<file path="src/rtl/mult_arbiter.sv">
// mult_arbiter: round-robin sharing of one serial multiplier between NUM_REQ requesters
// Ports: clk_i/rst_ni clock and async active-low reset; req_start_i/req_op_a_i/req_op_b_i
// per-requester request pulse and flattened operands; req_ready_o/req_prod_o per-requester
// result pulse and held product; mult_start_o/mult_op_a_o/mult_op_b_o/mult_ready_i/mult_prod_i
// multiplier handshake; busy_o any job queued or in flight; overrun_o sticky duplicate start.
module mult_arbiter #(
  parameter int NUM_REQ = 2,
  parameter int OP_A_W  = 24,
  parameter int OP_B_W  = 16,
  parameter int PROD_W  = OP_A_W + OP_B_W
) (
  input  logic                        clk_i,
  input  logic                        rst_ni,
  input  logic [NUM_REQ-1:0]          req_start_i,
  input  logic [NUM_REQ*OP_A_W-1:0]   req_op_a_i,
  input  logic [NUM_REQ*OP_B_W-1:0]   req_op_b_i,
  output logic [NUM_REQ-1:0]          req_ready_o,
  output logic [NUM_REQ*PROD_W-1:0]   req_prod_o,
  output logic                        mult_start_o,
  output logic [OP_A_W-1:0]           mult_op_a_o,
  output logic [OP_B_W-1:0]           mult_op_b_o,
  input  logic                        mult_ready_i,
  input  logic [PROD_W-1:0]           mult_prod_i,
  output logic                        busy_o,
  output logic                        overrun_o
);
  localparam int IW = NUM_REQ > 1 ? $clog2(NUM_REQ) : 1;
  typedef enum logic [1:0] {IDLE, ISSUE, WAIT} state_t;
  state_t state;
  logic [NUM_REQ-1:0] pend;
  logic [NUM_REQ-1:0][OP_A_W-1:0] op_a_q;
  logic [NUM_REQ-1:0][OP_B_W-1:0] op_b_q;
  logic [NUM_REQ-1:0][PROD_W-1:0] prod_q;
  logic [IW-1:0] rr, grant, gnt_idx;
  logic gnt_ok;
  assign req_prod_o = prod_q;
  assign busy_o = (state != IDLE) || (|pend);
  // Scan from farthest to nearest after rr so the nearest pending requester wins.
  always_comb begin
    gnt_ok = 1'b0;
    gnt_idx = '0;
    for (int i = NUM_REQ; i >= 1; i--) begin
      if (pend[IW'((int'(rr) + i) % NUM_REQ)]) begin
        gnt_ok = 1'b1;
        gnt_idx = IW'((int'(rr) + i) % NUM_REQ);
      end
    end
  end
  always_ff @(posedge clk_i or negedge rst_ni) begin
    if (!rst_ni) begin
      state        <= IDLE;
      pend         <= '0;
      op_a_q       <= '0;
      op_b_q       <= '0;
      prod_q       <= '0;
      rr           <= IW'(NUM_REQ - 1);
      grant        <= '0;
      req_ready_o  <= '0;
      mult_start_o <= 1'b0;
      mult_op_a_o  <= '0;
      mult_op_b_o  <= '0;
      overrun_o    <= 1'b0;
    end else begin
      mult_start_o <= 1'b0;
      req_ready_o  <= '0;
      for (int n = 0; n < NUM_REQ; n++) begin
        if (req_start_i[n]) begin
          if (pend[n]) overrun_o <= 1'b1;
          else begin
            pend[n]   <= 1'b1;
            op_a_q[n] <= req_op_a_i[n*OP_A_W +: OP_A_W];
            op_b_q[n] <= req_op_b_i[n*OP_B_W +: OP_B_W];
          end
        end
      end
      // Grant clear comes after capture so it wins on the granted slot.
      case (state)
        IDLE: if (gnt_ok) begin
          mult_op_a_o   <= op_a_q[gnt_idx];
          mult_op_b_o   <= op_b_q[gnt_idx];
          pend[gnt_idx] <= 1'b0;
          rr            <= gnt_idx;
          grant         <= gnt_idx;
          mult_start_o  <= 1'b1;
          state         <= ISSUE;
        end
        ISSUE: state <= WAIT;
        WAIT: if (mult_ready_i) begin
          prod_q[grant]      <= mult_prod_i;
          req_ready_o[grant] <= 1'b1;
          state              <= IDLE;
        end
        default: state <= IDLE;
      endcase
    end
  end
endmodule

</file>
<file path="config.mk">
export PLATFORM = sky130hd
export DESIGN_NAME = mult_arbiter
export DESIGN_NICKNAME = d
export VERILOG_FILES = /design/src/rtl/mult_arbiter.sv
export SDC_FILE = /design/constraint.sdc
export NUM_CORES = 1
export LEC_CHECK = 0
export CELL_PAD_IN_SITES_DETAIL_PLACEMENT = 0
export CELL_PAD_IN_SITES_GLOBAL_PLACEMENT = 1
export CORE_MARGIN = 10
export CORE_UTILIZATION = 39
export CTS_CLUSTER_DIAMETER = 120
export DETAILED_ROUTE_END_ITERATION = 10
export PLACE_DENSITY = 0.89
export SLEW_MARGIN = 20
export SYNTH_ARGS = -nofsm -noshare
export SYNTH_HDL_FRONTEND = slang
export SYNTH_SLANG_ARGS = --single-unit
</file>
<file path="constraint.sdc">
create_clock -name clk_i -period 1.7 [get_ports clk_i]
set_input_delay 0.51 -clock clk_i [delete_from_list [all_inputs] [get_ports clk_i]]
set_output_delay 0.51 -clock clk_i [all_outputs]
set_load 0.02 [all_outputs]
</file>
==> impl_metrics.ini <==
[critical_path]
r2r-start = state[0]$_DFFE_PN0P_
setup.worst_path.end_class = output port
worstPathRequired_ps = 1190
path_cells = or4_4 -> buf_6
startpoint = state[0]$_DFFE_PN0P_
cp_max_fo = 2
start_kind = flip-flop
cp_top_family = simple AND/OR/NAND/NOR gates
cpMaxStageDelayCell = or4_4
reg2reg_slack_ps = 40
worstReg2RegEnd = req_prod_o[39]$_DFFE_PN0P_
rr_worst_depth = 4
arrival_ps = 1550
cpPeakStageDelay_ps = 540
crit_end = busy_o
worst-path-buf-inv = 1
critical_path_depth = 2
criticalPathCategory = flip-flop to output port

[detailed_routing]
drt_iter0_drc = 181
drtAntennaViolNets = 0
drt-vias-per-instance = 4.89
wl_per_cell_um = 20.7
vias = 5180
routed_wl_um = 21900
remaining_drc_errors = 0
drtPass1Iterations = 4

[synthesis]
syn_inst = 496
yosysTopAreaCellShare = 0.621
ys_seq_area_frac = 0.624
netlist_area_sq_mm = 0.00843
synth_fp_nets = 621
synthTopCellsByArea = dfrtp_1 (62%), mux2_2 (27%), mux2_4 (6.9%)
avgSynthCellArea_sq_um = 17.0
ys_seq_elements = 210
ys_warn_count = 0
yosysTopAreaCell = dfrtp_1
ys_types = 20

[floorplan]
core-area_sq_mm = 0.0212
start_util = 0.398
die_h_um = 167
num_rows = 53
die_w_um = 167
dieArea_sq_mm = 0.0279
ios = 250

[place]
place_congestion = 0.799
port_buffers = 249
dpl.hpwl_um = 16100
post-place-cells = 1021
place_area_sq_mm = 0.0115

[sta]
setup_viol = 1
skew_ps = 18.7
max_freq_ghz = 0.486
max_slew_margin = 0.737
post-route-period-util = 1.21
rsz0062_at_grt = true
finalHoldViolations = 0
slew_violations = 0
layout_setup_ws_ps = -356
min_period_ps = 2060
tightest_slew_ps = 394

[min_path]
hold_path_depth = 1
hold_class = flip-flop to flip-flop

[layout]
syn2layout_area_growth_pct = 42.9
finalNonFillerCells = 1060
mostFrequentLayoutCells = dfrtp_1 (209), mux2_2 (201), clkdlybuf4s50_1 (123)
drive_gt1_frac = 0.548
diodes = 0
n_fill_cell = 1650
final_common_cell = dfrtp_1
nets = 897
stdcell_area_sq_mm = 0.0120
multi_input_area_sq_mm = 0.00300
seq_area_sq_mm = 0.00526

[global_routing]
track_usage = 0.154
gr-usage-met2 = 0.263
grt_overflow = 0
antenna_found_initial = 0
grt_pass1_wl_um = 35200
first_global_vias = 6039
grt_max_degree = 48
use_met3 = 0.0433
grt.busiest_layer = met2
use_met1 = 0.189

[pwr]
swShare = 0.331
clkPwrFrac = 0.191
p_int_mw = 16.1
pwr-share-comb = 0.437
power.switching_mw = 7.98
leakage_nw = 5.23
power.density_mw_per_mm2 = 2000
peakVddDrop_mv = 0.949
p_seq_frac = 0.372

[run_status]
outcome = finished, violations left
violations = negative setup slack

[clocking]
path_clk_slew_ps = 60
clock_path_buffers = 3
cts_buffers = 23
cts_htree_levels = 1
clk_latency_ps = 500
cts.sinks = 210
cts_tree = yes
root_buffer = clkbuf_16

[job]
maxCapViolations = 0
cell type report:
cell class,count,share of cell area
Inverter,3,0.000935
Clock inverter,4,0.00166
Timing Repair Buffer,278,0.227
Sequential cell,210,0.436
Tap cell,275,0.0286
Clock buffer,34,0.0570
Multi-Input combinational cell,256,0.249
what timing repair did:
action / in CTS / in global routing
hold endpoints to repair: 35 / 0
hold buffers: 1 / 0
buffers inserted: 0 / 0
gates resized for setup: 337 / 46
endpoints found under the setup margin: 125 / 76
pin swaps: 1 / 1
synthesized netlist by cell type:
cell and number:
dfrtp_1 209, mux2_2 201, mux2_4 39, buf_2 17, buf_6 9, inv_1 3, a21oi_1 2, nor2_1 2
nor2b_1 2, nor3b_1 2, a221o_1 1, and4bb_1 1, buf_4 1, dfstp_2 1, mux2_1 1, nand4b_1 1
o21ai_0 1, or3b_2 1, or4_1 1, xnor2_1 1
how the worst min path moves through the flow:
stage	from	to	slack, ps
finish	op_a_q[17]$_DFFE_PN0P_	op_a_q[17]$_DFFE_PN0P_	500
global placement	rst_ni	req_prod_o[53]$_DFFE_PN0P_	460
CTS	op_a_q[17]$_DFFE_PN0P_	op_a_q[17]$_DFFE_PN0P_	500
floorplan	rst_ni	grant$_DFFE_PN0P_	210
detailed placement	rst_ni	req_prod_o[50]$_DFFE_PN0P_	470
global route	op_b_q[29]$_DFFE_PN0P_	op_b_q[29]$_DFFE_PN0P_	510
per-stage QoR:
stage          hold slack (ps)  power, mW  utilization  setup TNS, ps  setup WS [ps]
6_report                   500       24.1        0.569           -356           -356
4_1_cts                    505       24.7        0.580           -392           -392
5_1_grt                    514       25.5        0.569           -404           -404
3_5_place_dp               471       20.5        0.541         -42580           -371
3_3_place_gp               465       20.0        0.541         -40310           -326
2_1_floorplan              214       15.4            -              0            154
power groups by stage:
stage	combinational [mW]	clock [mW]	sequential, mW
after detailed placement	11.5	0	9.04
after global placement	11.2	0	8.88
after CTS	11.0	4.75	8.99
final	10.5	4.60	8.97
after global routing	11.2	4.99	9.30
after floorplan	4.92	0	10.5
routing by layer:
metal | vias to the layer above | part of all wire
li1 | 2321 | -
met1 | 2662 | 0.41
met2 | 167 | 0.50
met3 | 30 | 0.066
met4 | 0 | 0.021
met5 | - | 0
worst reg2reg max path: cells and delay by family (launching register included):
family / cells / cell delay, ps
buf+inv: 2 / 410
flops: 1 / 370
mux: 1 / 400
simple gates: 1 / 350
state kept, by name, summed over array words and instances (netlist names), 2 cells and up:
signal	count
req_prod_o	80
mult_op_b_o	16
mult_op_a_o	24
op_b_q	32
req_ready_o	2
op_a_q	48
pend	2
state	2
kinds of logic after synthesis:
kind of cell / count (synthesis) / share of synthesized area
and+or+nand+nor: 10 / 0.00861
AOI/OAI and AO/OA: 4 / 0.00297
buffers and inverters: 30 / 0.0243
xor gates and xnor gates: 1 / 0.00104
DFF: 210 / 0.624
muxes: 241 / 0.339
(Power assumes the default switching activity.)
